--- src/rtl/i2c_slave_responder_pkg.sv ---
// Shared types, register map and helpers for the I2C slave responder.
package i2c_slave_responder_pkg;

    localparam int unsigned CFG_AW       = 16;
    localparam int unsigned CFG_DW       = 32;
    localparam int unsigned BYTE_W       = 8;
    localparam int unsigned ADDR_W       = 7;
    localparam int unsigned CNT_W        = 4;
    localparam int unsigned TX_W         = 64;
    localparam int unsigned MAX_RD_BYTES = 8;

    // Peripheral windows on the config bus; each block owns a 16-byte window.
    localparam logic [CFG_AW-1:0] I2C_BASE_ADDR  = 16'h0100;
    localparam logic [CFG_AW-1:0] UART_BASE_ADDR = 16'h0200;
    localparam logic [CFG_AW-1:0] I2CS_BASE_ADDR = 16'h0300;

    localparam logic [CFG_AW-1:0] I2CS_CTRL_OFS = 16'h0000;
    localparam logic [CFG_AW-1:0] I2CS_LEN_OFS  = 16'h0004;
    localparam logic [CFG_AW-1:0] I2CS_TX0_OFS  = 16'h0008;
    localparam logic [CFG_AW-1:0] I2CS_TX1_OFS  = 16'h000C;

    typedef enum logic [2:0] {
        ST_IDLE,
        ST_ADDR,
        ST_ADDR_ACK,
        ST_WR_BYTE,
        ST_WR_ACK,
        ST_RD_BYTE,
        ST_RD_ACK,
        ST_IGNORE
    } i2cs_state_t;

    typedef enum logic [1:0] {
        REG_CTRL,
        REG_LEN,
        REG_TX0,
        REG_TX1
    } i2cs_reg_t;

    typedef struct packed {
        logic              enable;
        logic [ADDR_W-1:0] own_addr;
        logic [CNT_W-1:0]  len;
        logic [TX_W-1:0]   tx_data;
    } i2cs_cfg_t;

    function automatic logic cfg_hit(input logic [CFG_AW-1:0] addr);
        return (addr[CFG_AW-1:4] == I2CS_BASE_ADDR[CFG_AW-1:4]) && (addr[1:0] == 2'b00);
    endfunction

    function automatic i2cs_reg_t cfg_reg_sel(input logic [CFG_AW-1:0] addr);
        return i2cs_reg_t'(addr[3:2]);
    endfunction

    // LEN values above the shifter depth behave as a full shifter.
    function automatic logic [CNT_W-1:0] clamp_len(input logic [CNT_W-1:0] len);
        return (len > CNT_W'(MAX_RD_BYTES)) ? CNT_W'(MAX_RD_BYTES) : len;
    endfunction

endpackage

--- src/rtl/i2c_line_sync.sv ---
// SCL/SDA synchroniser with registered SCL edge and START/STOP event pulses.
module i2c_line_sync #(
    parameter int unsigned SYNC_STAGES = 2
) (
    input  logic clk,
    input  logic rst,
    input  logic scl_i,
    input  logic sda_i,
    output logic sda_o,
    output logic scl_rise_o,
    output logic scl_fall_o,
    output logic start_o,
    output logic stop_o
);

    logic [SYNC_STAGES-1:0] scl_sync_q;
    logic [SYNC_STAGES-1:0] sda_sync_q;
    logic                   scl_hist_q;
    logic                   sda_hist_q;
    logic                   scl_rise_q;
    logic                   scl_fall_q;
    logic                   start_q;
    logic                   stop_q;
    logic                   scl_s;
    logic                   sda_s;

    assign scl_s = scl_sync_q[SYNC_STAGES-1];
    assign sda_s = sda_sync_q[SYNC_STAGES-1];

    // Flops reset high so a reset looks like an idle bus, never a START.
    always_ff @(posedge clk) begin
        if (rst) begin
            scl_sync_q <= '1;
            sda_sync_q <= '1;
            scl_hist_q <= 1'b1;
            sda_hist_q <= 1'b1;
            scl_rise_q <= 1'b0;
            scl_fall_q <= 1'b0;
            start_q    <= 1'b0;
            stop_q     <= 1'b0;
        end else begin
            scl_sync_q <= {scl_sync_q[SYNC_STAGES-2:0], scl_i};
            sda_sync_q <= {sda_sync_q[SYNC_STAGES-2:0], sda_i};
            scl_hist_q <= scl_s;
            sda_hist_q <= sda_s;
            scl_rise_q <= scl_s & ~scl_hist_q;
            scl_fall_q <= ~scl_s & scl_hist_q;
            start_q    <= scl_s & scl_hist_q & sda_hist_q & ~sda_s;
            stop_q     <= scl_s & scl_hist_q & ~sda_hist_q & sda_s;
        end
    end

    assign sda_o      = sda_s;
    assign scl_rise_o = scl_rise_q;
    assign scl_fall_o = scl_fall_q;
    assign start_o    = start_q;
    assign stop_o     = stop_q;

endmodule

--- src/rtl/i2c_slave_responder.sv ---
// I2C slave: config registers, protocol FSM, write capture and read shifter.
module i2c_slave_responder
    import i2c_slave_responder_pkg::*;
#(
    parameter logic [ADDR_W-1:0] SLV_ADDR_RST = 7'h50,
    parameter int unsigned       SYNC_STAGES  = 2
) (
    input  logic              clk,
    input  logic              rst,
    input  logic [CFG_AW-1:0] cfg_addr,
    input  logic [CFG_DW-1:0] cfg_wdata,
    input  logic              cfg_write,
    output logic [BYTE_W-1:0] rx_data_out,
    output logic              rx_valid_out,
    input  logic              scl_in,
    input  logic              sda_in,
    output logic              sda_oe,
    output logic              busy
);

    logic sda_s;
    logic scl_rise;
    logic scl_fall;
    logic start_det;
    logic stop_det;

    i2c_line_sync #(
        .SYNC_STAGES(SYNC_STAGES)
    ) u_line_sync (
        .clk       (clk),
        .rst       (rst),
        .scl_i     (scl_in),
        .sda_i     (sda_in),
        .sda_o     (sda_s),
        .scl_rise_o(scl_rise),
        .scl_fall_o(scl_fall),
        .start_o   (start_det),
        .stop_o    (stop_det)
    );

    // Config register file.
    i2cs_cfg_t cfg_q, cfg_d;

    always_comb begin
        cfg_d = cfg_q;
        if (cfg_write && cfg_hit(cfg_addr)) begin
            unique case (cfg_reg_sel(cfg_addr))
                REG_CTRL: begin
                    cfg_d.own_addr = cfg_wdata[ADDR_W-1:0];
                    cfg_d.enable   = cfg_wdata[8];
                end
                REG_LEN:  cfg_d.len               = clamp_len(cfg_wdata[CNT_W-1:0]);
                REG_TX0:  cfg_d.tx_data[31:0]     = cfg_wdata;
                REG_TX1:  cfg_d.tx_data[TX_W-1:32] = cfg_wdata;
                default:  cfg_d = cfg_q;
            endcase
        end
    end

    always_ff @(posedge clk) begin
        if (rst) begin
            cfg_q.enable   <= 1'b0;
            cfg_q.own_addr <= SLV_ADDR_RST;
            cfg_q.len      <= '0;
            cfg_q.tx_data  <= '0;
        end else begin
            cfg_q <= cfg_d;
        end
    end

    i2cs_state_t       state_q, state_d;
    logic [CNT_W-1:0]  bit_cnt_q, bit_cnt_d;
    logic [BYTE_W-1:0] shift_q, shift_d;
    logic              rw_q, rw_d;
    logic [CNT_W-1:0]  byte_idx_q, byte_idx_d;
    logic [CNT_W-1:0]  len_snap_q, len_snap_d;
    logic [TX_W-1:0]   tx_shift_q, tx_shift_d;
    logic              sda_oe_q, sda_oe_d;
    logic [BYTE_W-1:0] rx_data_q, rx_data_d;
    logic              rx_valid_q, rx_valid_d;
    logic              busy_q, busy_d;

    logic [2:0]        bit_sel_c;
    logic              drive_low_c;
    logic              addr_match_c;

    // Current read bit: byte in tx_shift_q[7:0], MSB first; bytes past LEN stay released.
    assign bit_sel_c    = ~bit_cnt_q[2:0];
    assign drive_low_c  = (byte_idx_q < len_snap_q) && !tx_shift_q[bit_sel_c];
    assign addr_match_c = cfg_q.enable && (shift_q[BYTE_W-1:1] == cfg_q.own_addr);

    always_comb begin
        state_d    = state_q;
        bit_cnt_d  = bit_cnt_q;
        shift_d    = shift_q;
        rw_d       = rw_q;
        byte_idx_d = byte_idx_q;
        len_snap_d = len_snap_q;
        tx_shift_d = tx_shift_q;
        sda_oe_d   = sda_oe_q;
        rx_data_d  = rx_data_q;
        rx_valid_d = 1'b0;

        if (start_det) begin
            state_d   = ST_ADDR;
            bit_cnt_d = '0;
            sda_oe_d  = 1'b0;
        end else if (stop_det) begin
            state_d   = ST_IDLE;
            bit_cnt_d = '0;
            sda_oe_d  = 1'b0;
        end else begin
            unique case (state_q)
                ST_ADDR: begin
                    if (scl_rise && (bit_cnt_q < CNT_W'(BYTE_W))) begin
                        shift_d   = {shift_q[BYTE_W-2:0], sda_s};
                        bit_cnt_d = bit_cnt_q + CNT_W'(1);
                    end else if (scl_fall && (bit_cnt_q == CNT_W'(BYTE_W))) begin
                        bit_cnt_d = '0;
                        if (addr_match_c) begin
                            state_d    = ST_ADDR_ACK;
                            sda_oe_d   = 1'b1;
                            rw_d       = shift_q[0];
                            byte_idx_d = '0;
                            len_snap_d = cfg_q.len;
                            tx_shift_d = cfg_q.tx_data;
                        end else begin
                            state_d  = ST_IGNORE;
                            sda_oe_d = 1'b0;
                        end
                    end
                end
                ST_ADDR_ACK: begin
                    if (scl_fall) begin
                        bit_cnt_d = '0;
                        if (rw_q) begin
                            state_d  = ST_RD_BYTE;
                            sda_oe_d = drive_low_c;
                        end else begin
                            state_d  = ST_WR_BYTE;
                            sda_oe_d = 1'b0;
                        end
                    end
                end
                ST_WR_BYTE: begin
                    if (scl_rise && (bit_cnt_q < CNT_W'(BYTE_W))) begin
                        shift_d   = {shift_q[BYTE_W-2:0], sda_s};
                        bit_cnt_d = bit_cnt_q + CNT_W'(1);
                        if (bit_cnt_q == CNT_W'(BYTE_W - 1)) begin
                            rx_data_d  = {shift_q[BYTE_W-2:0], sda_s};
                            rx_valid_d = 1'b1;
                        end
                    end else if (scl_fall && (bit_cnt_q == CNT_W'(BYTE_W))) begin
                        state_d   = ST_WR_ACK;
                        bit_cnt_d = '0;
                        sda_oe_d  = 1'b1;
                    end
                end
                ST_WR_ACK: begin
                    if (scl_fall) begin
                        state_d   = ST_WR_BYTE;
                        bit_cnt_d = '0;
                        sda_oe_d  = 1'b0;
                    end
                end
                ST_RD_BYTE: begin
                    if (scl_rise && (bit_cnt_q < CNT_W'(BYTE_W))) begin
                        bit_cnt_d = bit_cnt_q + CNT_W'(1);
                    end else if (scl_fall) begin
                        if (bit_cnt_q == CNT_W'(BYTE_W)) begin
                            state_d    = ST_RD_ACK;
                            bit_cnt_d  = '0;
                            sda_oe_d   = 1'b0;
                            tx_shift_d = {BYTE_W'(0), tx_shift_q[TX_W-1:BYTE_W]};
                            if (byte_idx_q < CNT_W'(MAX_RD_BYTES)) begin
                                byte_idx_d = byte_idx_q + CNT_W'(1);
                            end
                        end else begin
                            sda_oe_d = drive_low_c;
                        end
                    end
                end
                ST_RD_ACK: begin
                    // Master's ACK bit is sampled here; the next byte starts on the following fall.
                    if (scl_rise) begin
                        bit_cnt_d = '0;
                        sda_oe_d  = 1'b0;
                        state_d   = sda_s ? ST_IGNORE : ST_RD_BYTE;
                    end
                end
                ST_IDLE, ST_IGNORE: begin
                    sda_oe_d = 1'b0;
                end
                default: begin
                    state_d  = ST_IDLE;
                    sda_oe_d = 1'b0;
                end
            endcase
        end

        busy_d = (state_d != ST_IDLE) && (state_d != ST_IGNORE);
    end

    always_ff @(posedge clk) begin
        if (rst) begin
            state_q    <= ST_IDLE;
            bit_cnt_q  <= '0;
            shift_q    <= '0;
            rw_q       <= 1'b0;
            byte_idx_q <= '0;
            len_snap_q <= '0;
            tx_shift_q <= '0;
            sda_oe_q   <= 1'b0;
            rx_data_q  <= '0;
            rx_valid_q <= 1'b0;
            busy_q     <= 1'b0;
        end else begin
            state_q    <= state_d;
            bit_cnt_q  <= bit_cnt_d;
            shift_q    <= shift_d;
            rw_q       <= rw_d;
            byte_idx_q <= byte_idx_d;
            len_snap_q <= len_snap_d;
            tx_shift_q <= tx_shift_d;
            sda_oe_q   <= sda_oe_d;
            rx_data_q  <= rx_data_d;
            rx_valid_q <= rx_valid_d;
            busy_q     <= busy_d;
        end
    end

    assign rx_data_out  = rx_data_q;
    assign rx_valid_out = rx_valid_q;
    assign sda_oe       = sda_oe_q;
    assign busy         = busy_q;

endmodule

--- config.mk ---
export PLATFORM = sky130hd
export DESIGN_NAME = i2c_slave_responder
export DESIGN_NICKNAME = d
export VERILOG_FILES = /design/src/rtl/i2c_slave_responder_pkg.sv /design/src/rtl/i2c_line_sync.sv /design/src/rtl/i2c_slave_responder.sv
export SDC_FILE = /design/constraint.sdc
export NUM_CORES = 1
export LEC_CHECK = 0
export CAP_MARGIN = 20
export CORE_ASPECT_RATIO = 2
export CORE_MARGIN = 2
export CORE_UTILIZATION = 50
export DETAILED_ROUTE_END_ITERATION = 6
export PLACE_DENSITY = 0.73
export SYNTH_ARGS = -nofsm -noshare
export SYNTH_HDL_FRONTEND = slang
export SYNTH_HIERARCHICAL = 1
export SYNTH_SLANG_ARGS = --single-unit
--- constraint.sdc ---
create_clock -name clk -period 6.4 [get_ports clk]
set_clock_uncertainty 0.05 [all_clocks]
set_input_delay 1.92 -clock clk [delete_from_list [all_inputs] [get_ports clk]]
set_output_delay 1.92 -clock clk [all_outputs]
set_load 0.1 [all_outputs]
==> results of run 1 <==
[stage by stage]
| step | util [%] | setup slack [ps] |
|---|---|---|
| after global placement | 54.58 | 2383 |
| after floorplan | - | 2992 |
| after detailed placement | 54.58 | 2351 |
| final | 58.37 | 2512 |
| after CTS | 58.37 | 2490 |
| after global routing | 58.37 | 2473 |
[sequential cells by signal, indices dropped and copies added, names as in the netlist, 2 cells and up]
| signal | flops |
|---|---|
| byte_idx_q | 4 |
| bit_cnt_q | 4 |
| tx_shift_q | 64 |
| u_line_sync/scl_sync_q | 2 |
| rx_data_out | 8 |
| cfg_q | 76 |
| u_line_sync/sda_sync_q | 2 |
| shift_q | 8 |
| len_snap_q | 4 |
| state_q | 3 |
[metal layers]
metal / GRT usage [%] / up-vias / part of all wire (%)
met4: 9.493 / 0 / 2.7
li1: - / 3164 / -
met2: 40.06 / 125 / 55
met1: 25.18 / 2914 / 40
met3: 3.604 / 32 / 2.8
met5: 0 / - / 0
[cell families (layout without fill, tap and decap cells)]
logic type / count (synthesis) / in the layout / synth area share (%)
mux: 31 / 31 / 4.348
flops: 185 / 185 / 48.02
simple gates: 438 / 438 / 24.61
fa+ha+maj: 6 / 6 / 0.9734
compound gates: 170 / 170 / 15.85
xor+xnor: 7 / 7 / 0.7950
buf+inv: 82 / 117 / 5.402
[path summary, 6_finish.rpt]
check | startpoint | endpoint | slack [ps]
setup / recovery | rx_data_out[0] | rx_data_out[0] | 2510
hold / removal | u_line_sync/scl_sync_q[0] | u_line_sync/scl_sync_q[1] | 360
setup reg to reg | state_q[2] | tx_shift_q[36] | 3310
hold reg to reg | u_line_sync/scl_sync_q[0] | u_line_sync/scl_sync_q[1] | 360
[layout make-up]
| class | count | area, um2 | area share, % |
|---|---|---|---|
| Inverter | 14 | 52.55 | 0.5917 |
| Clock buffer | 19 | 432.9 | 4.875 |
| Sequential cell | 185 | 3704 | 41.70 |
| Multi-Input combinational cell | 652 | 3608 | 40.63 |
| Tap cell | 198 | 247.7 | 2.790 |
| Timing Repair Buffer | 71 | 691.9 | 7.791 |
| Clock inverter | 13 | 143.9 | 1.620 |
[report_power, final]
group	total [W]	switching (W)	internal, W
combinational	0.0000929	0.0000526	0.0000403
clock	0.00103	0.000453	0.000579
sequential	0.00116	0.00000484	0.00115
[cell usage in the layout (no fill, tap or decap), types with 3 or more instances in the layout]
cell type	count
a21oi_1	84
a21oi_2	4
a311oi_1	44
a311oi_2	13
and2_1	3
buf_4	8
clkbuf_16	17
clkdlybuf4s50_1	62
clkinv_2	3
clkinv_4	4
dfxtp_1	185
ha_1	6
inv_1	13
inv_6	3
mux2i_1	29
nand2_1	264
nand2b_1	3
nand3_1	8
nand3_2	4
nand3b_1	4
nand4_1	4
nor2_1	100
nor2b_1	6
nor3_1	8
o21ai_0	8
or2_1	4
or3_1	3
xnor2_1	5
==> summary.md, run 1 <==
| Metric | Value |
|---|---|
| Outcome | finished, final reports clean |
| Yosys cell types | 61 |
| Fill cells | 1366 |
| # hold bufs at CTS | 0 |
| Antenna violations before repair | 0 |
| Slew Limit Fails | 0 |
| DRC violations left | 0 |
| Die area | 0.01649 mm2 |
| 1st-pass router iterations | 5 |
| Remaining Overflow, GRT | 0 |
| Worst Path Required | 4430 ps |
| Routed vias/inst | 5.412 |
| Die height | 179.6 um |
| Crit-path max FO | 2 |
| Postcts setup bufs | 0 |
| PD cells | 257.3 mW/mm2 |
| CTS clk-pin slew, worst paths | 70 ps |
| Vias | 6235 |
| Fin. Hold Viols | 0 |
| Post-synthesis cell area | 0.007712 mm2 |
| Setup TNS | 0 ps |
| Fraction of layout cells with a size suffix above 1 | 8.071% |
| Worst hold slack | 363.0 ps |
| I/O pins | 64 |
| Std-Cell Rows | 64 |
| Final Setup Violations | 0 |
| Cell count after synthesis | 919 |
| I/O Buffers | 63 |
| Core area | 0.01521 mm2 |
| Cell area after layout | 0.008881 mm2 |
| Yosys top cell area share | 48.02% |
| Finished Layout Cells | 1152 |
| Crit path buffers/inverters | 1 |
| Slew HR | 35.36% |
| Setup crit end kind | output pin |
| Largest cells by area after synthesis | dfxtp_1 (48%), nand2_1 (13%), a21oi_1 (5.5%), a311oi_1 (5.0%), nor2_1 (4.9%) |
| Tmin final | 3888 ps |
| Hold WC Path Type | register to register |
| All-layer global routing usage | 22.11% |
| Area Growth Syn to Fin | 15.15% |
| Post-synth ARST share | 0% |
| Ys Warns | 6 |
| Most frequent cell after synthesis | nand2_1 |
| Max-cap viol count | 0 |
| # clock sinks | 185 |
| Total Power | 0.002285 W |
| Max Clock Freq | 257.2 MHz |
| Crit share post-route | 60.75% |
| Critical path's slowest cell | clkdlybuf4s50_1 |
| Top FF cell, synth | dfxtp_1 |
| Worst Tran Pin Value | 966.5 ps |
| Worst reg2reg path depth | 6 |
| Chip Width | 91.82 um |
| CP top delay family | buffers and inverters |
| Cell area after placement | 0.008304 mm2 |
| CTS root buf | clkbuf_16 |
| First-pass GRT wire length | 29420 um |
| RSZ-0062 raised after global routing | no |
| Worst Path Arrival | 1920 ps |
| Critical Setup Path Class | register to output pin |
| Num CTS Buffers | 17 |
| Wire length per cell after detailed routing | 15.53 um |
| Placed Cells | 1120 |
| Min-Delay Path Depth | 1 |
| CP peak stage delay | 1140 ps |
| Number of diodes | 0 |
| Sequential share of the synthesized area | 48.02% |
| Vias in the first global route | 5903 |
| Post_cts resized | 0 |
| Maximum vdd drop | 197.6 uV |
| Cell count along the critical path | 1 |
| WL final | 17890 um |
| First DRT Iteration DRCs | 347 |
| CP Launch Type | register |
| Synth top cells by count | nand2_1 (265), dfxtp_1 (185), nor2_1 (100) |
| Mapped Nets | 978 |
| DP HPWL | 11440 um |
| Largest net degree at the start of global routing | 121 |
| Final ANT Viol Nets | 0 |
| Number of synthesized register bits | 185 |
| Clock latency on the worst-skew pair | 430 ps |
| TritonCTS clock tree | done |
| Area leader, netlist | dfxtp_1 |
| Leak | 2.774 nW |
| H-tree levels | 4 |
| Syn avg cell area | 8.392 um2 |
| Nets@finish | 1000 |
| Initial core utilization | 50.69% |
| Post-synth EDFFs | 0 |
| Routability congestion estimate | 0.9386 |
| CP cell instances | clkdlybuf4s50_1 |
| Clk buf depth | 2 |
(Power assumes the default switching activity.)
==> inputs of run 2 (changes only) <==
Settings changed: PLACE_DENSITY 0.73 to 0.76.
Clock period 6.4 ns to 3.4 ns, I/O delays scaled along.
==> summary.md, run 2 (same netlist as run 1, synthesis figures left out) <==
| Metric | Value |
|---|---|
| Vias in the first global route | 6120 (was 5903) |
| Worst Slack Setup Final | 712.7 ps (was 2512 ps) |
| Wire length per cell after detailed routing | 15.57 um (was 15.53 um) |
| CTS root buf | clkbuf_16 (unchanged) |
| # hold bufs at CTS | 0 (unchanged) |
| Most common cell after layout, fill and taps aside | nand2_1 (unchanged) |
| CTS clk-pin slew, worst paths | 70 ps (about the same) |
| Internal Dissipation | 0.003561 W (was 0.001774 W) |
| Std-Cell Rows | 64 (unchanged) |
| First DRT Iteration DRCs | 369 (was 347) |
| Hold Path Sink | u_line_sync/scl_sync_q[1] (unchanged) |
| Fraction of layout cells with a size suffix above 1 | 9.896% (was 8.071%) |
| I/O pins | 64 (unchanged) |
| Power share of the sequential group | 48.4% (was 50.8%) |
| Remaining Overflow, GRT | 0 (unchanged) |
| Total Power | 0.004513 W (was 0.002285 W) |
| Area Growth Syn to Fin | 16.76% (was 15.15%) |
| Sw Share | 21.09% (was 22.35%) |
| Commonest non-fill, non-tap cells in the layout | nand2_1 (264), dfxtp_1 (185), nor2_1 (100), a21oi_1 (84), clkdlybuf4s50_1 (51) (was nand2_1 (264), dfxtp_1 (185), nor2_1 (100), a21oi_1 (84), clkdlybuf4s50_1 (62)) |
| Final Setup Violations | 0 (unchanged) |
| Clock share of power | 47.7% (was 45.2%) |
| Dpl ws | 295.9 ps (was 2351 ps) |
| Setup TNS | 0 ps (unchanged) |
| Routing usage on met3 | 3.730% (was 3.604%) |
| Fill cells | 1337 (was 1366) |
| Worst Tran Pin Value | 713.5 ps (was 966.5 ps) |
| Post_cts resized | 0 (unchanged) |
| Crit share post-route | 79.04% |
| Chip Width | 91.82 um (unchanged) |
| Outcome | finished, final reports clean (unchanged) |
| Max reg flops | 76 (unchanged) |
| R2R Path Start | state_q[2] (unchanged) |
| R2R Setup Slk | 930 ps (was 3310 ps) |
| Largest regs | cfg_q x76, tx_shift_q x64 (unchanged) |
| Routed vias/inst | 5.510 (was 5.412) |
| Nets@finish | 1006 (was 1000) |
| DP HPWL | 11640 um (was 11440 um) |
| PD cells | 501.2 mW/mm2 (was 257.3 mW/mm2) |
| Min-Delay Path Depth | 1 (unchanged) |
| I/O Buffers | 63 (unchanged) |
| WL final | 18030 um (was 17890 um) |
| RSZ-0062 raised after global routing | no (unchanged) |
| Die area | 0.01649 mm2 (unchanged) |
| Leak | 2.868 nW (was 2.774 nW) |
| Num CTS Buffers | 17 (unchanged) |
| Largest Register | cfg_q (unchanged) |
| CP Launch Type | input pin (was register) |
| Largest net degree at the start of global routing | 125 (was 121) |
| TritonCTS clock tree | done (unchanged) |
| Fin. Hold Viols | 0 (unchanged) |
| Hold Startpoint | u_line_sync/scl_sync_q[0] (unchanged) |
| Worst reg2reg path depth | 6 (unchanged) |
| Die height | 179.6 um (unchanged) |
| All-layer global routing usage | 22.58% (was 22.11%) |
| M2 GR Usage | 40.82% (was 40.06%) |
| Combinational share of power | 3.9% (was 4.1%) |
| Clock latency on the worst-skew pair | 430 ps (about the same) |
| Worst Path Arrival | 2940 ps (was 1920 ps) |
| Initial core utilization | 50.69% (unchanged) |
| Maximum vdd drop | 415.0 uV (was 197.6 uV) |
| Routability congestion estimate | 0.9399 (was 0.9386) |
| Critical Setup Path Class | input pin to register (was register to output pin) |
| Slew HR | 52.27% (was 35.36%) |
| # clock sinks | 185 (unchanged) |
| Gr busiest metal | met2 (unchanged) |
| Worst Path Required | 3650 ps (was 4430 ps) |
| DRC violations left | 0 (unchanged) |
| Slew Limit Fails | 0 (unchanged) |
| Tmin final | 2687 ps |
| Final ANT Viol Nets | 0 (unchanged) |
| Postcts setup bufs | 0 (unchanged) |
| Max Clock Freq | 372.1 MHz |
| Clk buf depth | 2 (unchanged) |
| Antenna violations before repair | 0 (unchanged) |
| Core area | 0.01521 mm2 (unchanged) |
| Hold WC Path Type | register to register (unchanged) |
| Met1 usage | 25.53% (was 25.18%) |
| Max-cap viol count | 0 (unchanged) |
| Crit-path max FO | 32 (was 2) |
| First-pass GRT wire length | 30170 um (was 29420 um) |
| FF-to-FF End | tx_shift_q[40] (was tx_shift_q[36]) |
| Switching power | 0.0009520 W (was 0.0005106 W) |
| Setup crit end kind | register (was output pin) |
| Number of diodes | 0 (unchanged) |
| 1st-pass router iterations | 5 (unchanged) |
| Vias | 6381 (was 6235) |
| H-tree levels | 4 (unchanged) |
run 2: changes by cell type in the layout (fill, tap and decap cells not counted), sizes merged:
cell / before / now
buf: 9 / 26
bufinv: 2 / 5
clkbuf: 19 / 18
clkdlybuf4s50: 62 / 51
clkinv: 7 / 5
run 2: worst max-delay path by stage:
stage | start | endpoint | slack [ps]
detailed placement | cfg_write | cfg_q[72] | 300
global placement | cfg_addr[5] | cfg_q[11] | 360
finish | cfg_write | cfg_q[16] | 710
CTS | cfg_write | cfg_q[72] | 740
floorplan | cfg_addr[5] | cfg_q[1] | 890
global route | cfg_addr[9] | cfg_q[72] | 580
run 2: routing by layer:
metal	wire length (um)	part of all wire (%)
met4	530	2.9
met1	6977	39
met5	0	0
met2	9904	55
met3	616	3.4
run 2: metrics by stage:
stage | std cells | utilization (%) | area [um2] | hold slack (ps)
after floorplan | 919 | - | 7712 | 333.2
after global placement | 1126 | 54.94 | 8359 | 342.5
after detailed placement | 1126 | 54.94 | 8359 | 352.7
after CTS | 1158 | 59.19 | 9005 | 370.9
after global routing | 1158 | 59.19 | 9005 | 396.0
final | 1158 | 59.19 | 9005 | 368.7
run 2: worst max-delay path: stages:
cell and delay [ps]:
clkdlybuf4s50_1 450, nor4bb_1 270, nand4_1 310, or3_1 390, buf_4 260, nand2_1 130
a21oi_1 70
run 2: power by group through the flow:
stage,Combinational (W),Sequential [W],Clock [W]
after detailed placement,0.000176,0.00223,0
after floorplan,0.0000663,0.00224,0
after global routing,0.000189,0.00218,0.00229
final,0.000177,0.00218,0.00215
after CTS,0.000176,0.00218,0.00218
after global placement,0.000176,0.00223,0
run 2: area by class of cell:
cell class                 instances  area [um2]  share of cell area (%)
clock buffer                      18       429.2                   4.766
inverter                          14       52.55                  0.5836
tap                              198       247.7                   2.751
timing repair buffer              77       747.0                   8.295
sequential                       185        3704                   41.13
clock inverter                    14       216.5                   2.404
multi-input combinational        652        3608                   40.07
